<file path="config.mk">
export PLATFORM = sky130hd
export DESIGN_NAME = mdu_seq
export DESIGN_NICKNAME = d
export VERILOG_FILES = /design/src/rtl/mdu_seq_pkg.sv /design/src/rtl/mdu_iter.sv /design/src/rtl/mdu_seq.sv
export SDC_FILE = /design/constraint.sdc
export NUM_CORES = 1
export LEC_CHECK = 0
export ABC_AREA = 1
export CAP_MARGIN = 20
export CORE_MARGIN = 2
export CORE_UTILIZATION = 25
export CTS_CLUSTER_DIAMETER = 120
export DETAILED_ROUTE_END_ITERATION = 8
export PLACE_DENSITY_LB_ADDON = 0.05
export SYNTH_ARGS = -nofsm -noshare
export SYNTH_HDL_FRONTEND = slang
export SYNTH_SLANG_ARGS = --single-unit
export TNS_END_PERCENT = 1
</file>
<file path="constraint.sdc">
create_clock -name clk -period 2.4 [get_ports clk]
set_clock_uncertainty 0.15 [all_clocks]
set_input_delay 0.48 -clock clk [delete_from_list [all_inputs] [get_ports clk]]
set_output_delay 0.48 -clock clk [all_outputs]
set_load 0.05 [all_outputs]
</file>
<file path="src/rtl/mdu_seq_pkg.sv">
// Shared opcodes, FSM encodings and helpers for the multiply/divide sequencer.
// Signed MULS/DIVS support is built only when MDU_SIGNED_EN is defined.
package mdu_seq_pkg;

   localparam logic [1:0] MDU_OP_MULU = 2'b00;
   localparam logic [1:0] MDU_OP_DIVU = 2'b01;
   localparam logic [1:0] MDU_OP_MULS = 2'b10;
   localparam logic [1:0] MDU_OP_DIVS = 2'b11;

   typedef enum logic [1:0] {
      MDU_ST_IDLE = 2'b00,
      MDU_ST_RUN  = 2'b01,
      MDU_ST_DONE = 2'b10
   } mdu_state_e;

   function automatic logic op_is_div(input logic [1:0] op);
      return op[0];
   endfunction

   function automatic logic [15:0] neg16(input logic [15:0] v);
      return ~v + 16'd1;
   endfunction

endpackage

</file>
<file path="src/rtl/mdu_iter.sv">
// One combinational step of the shift-add multiply or restoring divide.
// For divide, acc_o[0] is left clear and the quotient bit comes out on qbit_o.
module mdu_iter
   import mdu_seq_pkg::*;
(
   input  logic [1:0]  op_i,
   input  logic [31:0] acc_i,
   input  logic [15:0] opnd_i,
   output logic [31:0] acc_o,
   output logic        qbit_o
);

   logic [16:0] sum;
   logic [16:0] trial;
   logic        unused_op;

   assign unused_op = op_i[1];

   always_comb begin
      acc_o  = acc_i;
      qbit_o = 1'b0;
      sum    = 17'd0;
      trial  = 17'd0;
      if (op_is_div(op_i)) begin
         // remainder plus the bit about to shift in can reach 17 bits
         trial = acc_i[31:15] - {1'b0, opnd_i};
         if (!trial[16]) begin
            acc_o  = {trial[15:0], acc_i[14:0], 1'b0};
            qbit_o = 1'b1;
         end else begin
            acc_o = {acc_i[30:0], 1'b0};
         end
      end else begin
         sum = {1'b0, acc_i[31:16]}
             + (acc_i[0] ? {1'b0, opnd_i} : 17'd0);
         acc_o = {sum, acc_i[15:1]};
      end
   end

endmodule

</file>
<file path="src/rtl/mdu_seq.sv">
// Multi-cycle MUL/DIV sequencer beside EXE; stalls the pipe until done.
// Define MDU_SIGNED_EN to enable signed MULS/DIVS (else op[1] is ignored).
module mdu_seq
   import mdu_seq_pkg::*;
#(
   parameter int ITER = 16
) (
   input  logic        clk,
   input  logic        rst_n,
   input  logic        start,
   input  logic [1:0]  op,
   input  logic [15:0] op1,
   input  logic [15:0] op2,
   input  logic [3:0]  wreg_addr_i,
   input  logic        flush,
   output logic        busy,
   output logic        stall,
   output logic        done,
   output logic [15:0] result_lo,
   output logic [15:0] result_hi,
   output logic [3:0]  wreg_addr_o
);

   localparam logic [3:0] LAST = 4'(ITER - 1);

   mdu_state_e  state_q, state_d;
   logic [3:0]  cnt_q;
   logic [1:0]  op_q;
   logic [31:0] acc_q;
   logic [15:0] opnd_q;
   logic [3:0]  wreg_q;
   logic [15:0] res_lo_q, res_hi_q;

   logic        accept;
   logic        dz;
   logic [15:0] a_mag, b_mag;
   logic [31:0] iter_acc;
   logic        iter_q;
   logic [31:0] fin;

   assign dz     = op_is_div(op) & (op2 == 16'h0000);
   assign accept = (state_q == MDU_ST_IDLE) & start & ~flush;

`ifdef MDU_SIGNED_EN
   logic a_neg, b_neg;
   logic neg_lo_q, neg_hi_q;
   logic [31:0] prod_neg;

   assign a_neg = op[1] & op1[15];
   assign b_neg = op[1] & op2[15];
   assign a_mag = a_neg ? neg16(op1) : op1;
   assign b_mag = b_neg ? neg16(op2) : op2;
   assign prod_neg = ~acc_q + 32'd1;

   always_comb begin
      fin = acc_q;
      if (op_is_div(op_q)) begin
         fin[15:0]  = neg_lo_q ? neg16(acc_q[15:0]) : acc_q[15:0];
         fin[31:16] = neg_hi_q ? neg16(acc_q[31:16]) : acc_q[31:16];
      end else if (neg_lo_q) begin
         fin = prod_neg;
      end
   end

   always_ff @(posedge clk or negedge rst_n) begin
      if (!rst_n) begin
         neg_lo_q <= 1'b0;
         neg_hi_q <= 1'b0;
      end else if (accept) begin
         // divide-by-zero returns raw operands, so no sign fix-up
         neg_lo_q <= ~dz & (a_neg ^ b_neg);
         neg_hi_q <= ~dz & (op_is_div(op) ? a_neg : (a_neg ^ b_neg));
      end
   end
`else
   assign a_mag = op1;
   assign b_mag = op2;
   assign fin   = acc_q;
`endif

   mdu_iter u_iter (
      .op_i   (op_q),
      .acc_i  (acc_q),
      .opnd_i (opnd_q),
      .acc_o  (iter_acc),
      .qbit_o (iter_q)
   );

   always_comb begin
      state_d = state_q;
      busy    = 1'b0;
      done    = 1'b0;
      stall   = 1'b0;
      unique case (state_q)
         MDU_ST_IDLE: begin
            stall = start;
            if (accept)
               state_d = dz ? MDU_ST_DONE : MDU_ST_RUN;
         end
         MDU_ST_RUN: begin
            busy  = 1'b1;
            stall = 1'b1;
            if (flush)
               state_d = MDU_ST_IDLE;
            else if (cnt_q == LAST)
               state_d = MDU_ST_DONE;
         end
         MDU_ST_DONE: begin
            busy    = 1'b1;
            done    = ~flush;
            state_d = MDU_ST_IDLE;
         end
         default: state_d = MDU_ST_IDLE;
      endcase
   end

   always_ff @(posedge clk or negedge rst_n) begin
      if (!rst_n) begin
         state_q  <= MDU_ST_IDLE;
         cnt_q    <= 4'd0;
         op_q     <= MDU_OP_MULU;
         acc_q    <= 32'd0;
         opnd_q   <= 16'd0;
         wreg_q   <= 4'd0;
         res_lo_q <= 16'd0;
         res_hi_q <= 16'd0;
      end else begin
         state_q <= state_d;
         if (accept) begin
            op_q   <= op;
            cnt_q  <= 4'd0;
            wreg_q <= wreg_addr_i;
            if (dz) begin
               acc_q  <= {op1, 16'hFFFF};
               opnd_q <= 16'd0;
            end else if (op_is_div(op)) begin
               acc_q  <= {16'd0, a_mag};
               opnd_q <= b_mag;
            end else begin
               acc_q  <= {16'd0, b_mag};
               opnd_q <= a_mag;
            end
         end else if (state_q == MDU_ST_RUN) begin
            acc_q <= iter_acc | {31'd0, iter_q};
            cnt_q <= cnt_q + 4'd1;
         end
         if (state_q == MDU_ST_DONE && !flush) begin
            res_lo_q <= fin[15:0];
            res_hi_q <= fin[31:16];
         end
      end
   end

   // final value is forwarded during DONE so write-back sees it that cycle
   assign result_lo   = done ? fin[15:0]  : res_lo_q;
   assign result_hi   = done ? fin[31:16] : res_hi_q;
   assign wreg_addr_o = wreg_q;

endmodule

</file>
==> results.toml, run 1 <==
[status]
status = "complete, but fails checks"
violations = "DRC"

[grt]
gr-total-overflow = 0
antenna_found_initial = 0
grt_pass1_wl_mm = 39.8
grt_pass1_vias = 6896
grtUsageTotal_pct = 18.5
grt_max_degree = 41

[floorplanning]
pin_count = 81
initial_core_util_pct = 25.5
num_rows = 59
dieArea_um2 = 28000
core_um2 = 26100
die_w_um = 167
die_h_um = 167

[sta]
max-slew-margin-rel_pct = 55.2
hold_viol_final = 0
tightest_slew_ps = 671
timing.final.crit_share_pct = 99.8
fin_crit_ps = 2400
slew_viol_final = 0
rsz0062_at_grt = "true"
setup_viol_count_final = 0
fmax_mhz = 417

[logic_synthesis]
synthFlopType = "dfrtp_1"
async_reset_ff_share_pct = 100
syn_avg_cell_area_um2 = 6.59
synth.distinct_cells = 33
synth_edf_count = 0
ys_ff_latch = 91
synth_common_cells = "336 x nand2_1, 159 x inv_1, 92 x o21ai_0"
synth_area_leaders = "dfrtp_1 34%, nand2_1 19%, inv_1 8.9%"
synth_top_area_share_pct = 34.1
syn_nets = 1092
synth_most_common_cell = "nand2_1"
synth.largest_area_cell = "dfrtp_1"
syn_area_um2 = 6670
syn_inst = 1012
yosysWarnings = 0
synth_seq_area_share_pct = 34.1

[power_and_ir_drop]
powerDensity_nw_per_um2 = 1750
vdd_drop_max_mv = 0.838
p_leak_nw = 5.21

[clocking]
cts.clk_slew.worst_paths_ps = 70
cts-root-buf = "clkbuf_16"
cts_sinks = 91
clk_latency_ps = 360
cts_tree = "built"
cts_buffers = 9
cts_max_path_buffers = 2
cts_max_level = 3

[route]
topRoutingLayerUsed = "met4"
wl_met3_um = 773
num_vias = 6950
viasPerCell = 4.49
drtIter0Drc = 405
drc_errors = 1
drtAntennaViolNets = 0
wl_met2_mm = 11.8
routedWlPerCell_um = 16.5
routed_wl_mm = 25.6
wl_met1_mm = 12.5
drtPass1Iterations = 7

[worst_setup_path]
cp_max_fo = 8
end_kind = "flip-flop"
critPathArrivalTime_ps = 2490
crit_required_ps = 2500
worstSetupPathType = "reg -> reg"
worst_setup_path_start_kind = "flip-flop"

[finish]
drive_above_1_share_pct = 24.4
final_util_pct = 38.4
n_antenna_cell = 0
fin_cells = 1549
syn_to_final_growth_pct = 50.3
nets = 1289

[placement]
placedCellCount = 1529
dp_hpwl_mm = 20.6
gp_congestion = 0.879
port_buffers = 79

[worst_hold_path]
hp-class = "reg -> reg"

[job]
max_cap_violations = 0
## cell families after synthesis
| family | share of synthesized area, % |
|---|---|
| adders and majority gates | 7.35 |
| AOI/OAI and AO/OA | 16.4 |
| and+or+nand+nor | 28.9 |
| DFF | 34.1 |
| xor gates and xnor gates | 1.44 |
| buffers and inverters | 11.7 |
## path summary, 6_finish.rpt
path	slack, ps	cells after the start	from	to
max	4	17	opnd_q[0]	acc_q[17]
min	330	2	wreg_addr_o[0]	wreg_addr_o[0]
max reg2reg	4	17	opnd_q[0]	acc_q[17]
min reg2reg	330	2	wreg_addr_o[0]	wreg_addr_o[0]
max in group asynchronous	1060	3	rst_n	acc_q[0]
min in group asynchronous	430	2	rst_n	acc_q[30]
## layout by cell type, fill, tap and decap left out, drive strengths merged, types with 3 or more instances in the layout
cell type      netlist  final
a211oi              14     14
a21oi               39     39
and2                 4      4
buf                 11    177
clkbuf              25     11
clkdlybuf4s50        0     43
dfrtp               91     91
ha                  36     36
inv                165    170
nand2              338    338
nand3               53     53
nand4                7      7
nor2                73     73
nor3                 3      3
nor4                 3      3
o211ai              15     15
o21ai               99     99
o32ai               15     15
xor2                10     10
## through the flow
stage | hold WS, ps | total power [mW] | cell area (um2) | TNS (ps) | worst slack, ps
floorplan | 34.4 | 9.38 | 6670 | -10320 | -317
global placement | 278 | 15.1 | 9240 | -6510 | -202
detailed placement | 279 | 15.1 | 9240 | -6090 | -209
CTS | 327 | 17.0 | 9630 | -377 | -83.2
global route | 361 | 19.2 | 10000 | -1890 | -123
finish | 326 | 17.5 | 10000 | 0 | 4.44
## sequential cells by signal (all words and copies together), names as in the netlist
signal	flops
acc_q	32
opnd_q	16
res_hi_q	16
res_lo_q	16
cnt_q	4
wreg_addr_o	4
state_q	2
op_q	1
## worst max-delay path, stage by stage (launching register included)
cell	delay (ps)
dfrtp_1	430
ha_4	200
fa_2	390
inv_2	70
nand3_2	60
nand2_2	90
nand2_2	60
nand2_4	90
nand2_4	70
nand2_4	80
nand2_4	60
nand2_4	100
buf_12	140
nand2_1	50
nand3_1	60
nand2_1	60
nand2_1	50
nand2_1	50
## cell type report
cell class	count	area (um2)
tap	335	419
fill	2840	16100
multi-input combinational	719	4010
clock buffer	10	229
sequential	91	2280
inverter	166	623
timing repair buffer	222	2380
clock inverter	6	78.8
## layer usage
layer	track usage, %	up-vias
met5	0	-
met4	4.88	0
met3	2.29	23
met2	29.6	121
met1	26.3	3177
li1	-	3629
## power by group
part / internal, mW / switching [mW] / total, mW
combinational: 5.70 / 7.60 / 13.3
sequential: 2.25 / 0.429 / 2.68
clock: 0.837 / 0.720 / 1.56
total: 8.80 / 8.75 / 17.5
## repair_timing
action	CTS	global route
endpoints found under the hold margin	20	0
setup buffers	0	2
resized for setup	51	96
pin swaps	2	15
cloned	0	1
hold buffers	1	0
setup endpoints to repair	49	49
Power figures use the tool's default switching activity.
==> run 2, diff against run 1 <==
--- a/config.mk
+++ b/config.mk
@@ -12,6 +12,8 @@
 export CTS_CLUSTER_DIAMETER = 120
 export DETAILED_ROUTE_END_ITERATION = 8
 export PLACE_DENSITY_LB_ADDON = 0.05
+export SETUP_SLACK_MARGIN = 0.15
+export SLEW_MARGIN = 30
 export SYNTH_ARGS = -nofsm -noshare
 export SYNTH_HDL_FRONTEND = slang
 export SYNTH_SLANG_ARGS = --single-unit
==> results.toml, run 2 (same netlist as run 1, synthesis figures left out) <==
[power_and_ir_drop]
vdd_drop_max_mv = 0.731
p_leak_nw = 5.44
powerDensity_nw_per_um2 = 1770

[finish]
seq_area_um2 = 2280
syn_to_final_growth_pct = 60.2
largest_register_ffs = 32
drive_above_1_share_pct = 28.6
fill_cells = 2791
multi_input_area_um2 = 4310
final_cell_mix = "305 x nand2_1, 157 x buf_4, 147 x inv_1"
final_util_pct = 40.9
final_common_cell = "nand2_1"
nets = 1324
final_area_um2 = 10700
top_register = "acc_q"
n_antenna_cell = 0

[grt]
grtUsageTotal_pct = 19.9
grt_pass1_vias = 7372
antenna_found_initial = 1
use_met2_pct = 33.0
grt_pass1_wl_mm = 42.6
met1_usage_pct = 26.9
met3_usage_pct = 2.72
grt-busiest-layer = "met2"
grt_max_degree = 48
gr-total-overflow = 0

[placement]
dp_hpwl_mm = 21.0
place_ws_ps = -215
port_buffers = 79
gp_congestion = 0.879
placed_cell_area_um2 = 9380

[sta]
fmax_mhz = 422
tightest_slew_ps = 495
setup_viol_count_final = 0
fin_setup_tns_ps = 0
rsz0062_at_grt = "true"
max-slew-margin-rel_pct = 66.9
hold_viol_final = 0
setup_ws_ps = 28.7
timing.final.crit_share_pct = 98.8
fin_crit_ps = 2370
slew_viol_final = 0

[route]
routedWlPerCell_um = 17.1
drtIter0Drc = 368
drtPass1Iterations = 7
drtAntennaViolNets = 0
num_vias = 7236
routed_wl_mm = 27.1
viasPerCell = 4.57
drc_errors = 1

[floorplanning]
initial_core_util_pct = 25.5
num_rows = 59
die_h_um = 167
pin_count = 81
core_um2 = 26100
dieArea_um2 = 28000
die_w_um = 167

[worst_setup_path]
critPathArrivalTime_ps = 2480
end_kind = "flip-flop"
crit_required_ps = 2500
worstSetupPathType = "reg -> reg"
worst_setup_path_start_kind = "flip-flop"
cp_max_fo = 5

[status]
violations = "DRC"
status = "complete, but fails checks"

[clocking]
cts_tree = "built"
cts_max_level = 3
cts-root-buf = "clkbuf_16"
cts_buffers = 9
cts.clk_slew.worst_paths_ps = 80
cts_sinks = 91
cts_max_path_buffers = 2
clk_latency_ps = 360

[worst_hold_path]
hp-class = "reg -> reg"

[job]
max_cap_violations = 0
## run 2: worst max-delay path, stage by stage, from the launching register on
cell	delay, ps
dfrtp_1	420
ha_4	180
fa_2	350
inv_2	70
nand3_2	60
nand2_2	90
nand2_2	70
nand2_4	90
nand2_4	70
nand2_4	80
nand2_4	50
nand2_4	80
buf_4	120
buf_12	110
nand2_1	50
nand3_1	80
nand2_1	60
nand2_1	50
nand2_1	40
## run 2: routing by layer
metal / up-vias / part of all wire (%)
met3: 34 / 3.6
met4: 0 / 3.3
met2: 144 / 47
met5: - / 0
li1: 3702 / -
met1: 3356 / 46
## run 2: timing repair
action                                  in CTS  in global routing
setup buffers                                7                  4
gates cloned                                 5                  0
gates resized for setup                    110                 70
endpoints found under the setup margin      51                 56
pin swaps                                   21                 25
hold buffers                                 1                  0
endpoints found under the hold margin       20                  0
## run 2: path summary, 6_finish.rpt
path                           start          to  slack (ps)  cells past startpoint
max                        opnd_q[0]   acc_q[24]          30                     18
min                         cnt_q[3]    cnt_q[3]         310                      1
max reg2reg                opnd_q[0]   acc_q[24]          30                     18
min reg2reg                 cnt_q[3]    cnt_q[3]         310                      1
max in group asynchronous      rst_n  opnd_q[10]        1000                      3
min in group asynchronous      rst_n  opnd_q[15]         410                      2
## run 2: power breakdown
| part | total [mW] | internal, mW | switching (mW) |
|---|---|---|---|
| Sequential | 2.64 | 2.25 | 0.389 |
| Combinational | 14.7 | 6.59 | 8.16 |
| Clock | 1.57 | 0.852 | 0.718 |
## run 2: layout make-up
class / instances / share of cell area [%]
clock inverter: 6 / 0.668
clock buffer: 10 / 2.24
sequential: 91 / 21.3
multi-input combinational: 719 / 40.4
timing repair buffer: 257 / 25.5
inverter: 166 / 5.97
tap: 335 / 3.92
## run 2: stage by stage
step                hold slack [ps]  power [mW]  std cells
floorplan                      34.4        9.43       1012
global placement                257        15.5       1551
detailed placement              258        15.5       1551
CTS                             317        18.5       1580
global route                    353        20.6       1584
finish                          310        19.0       1584
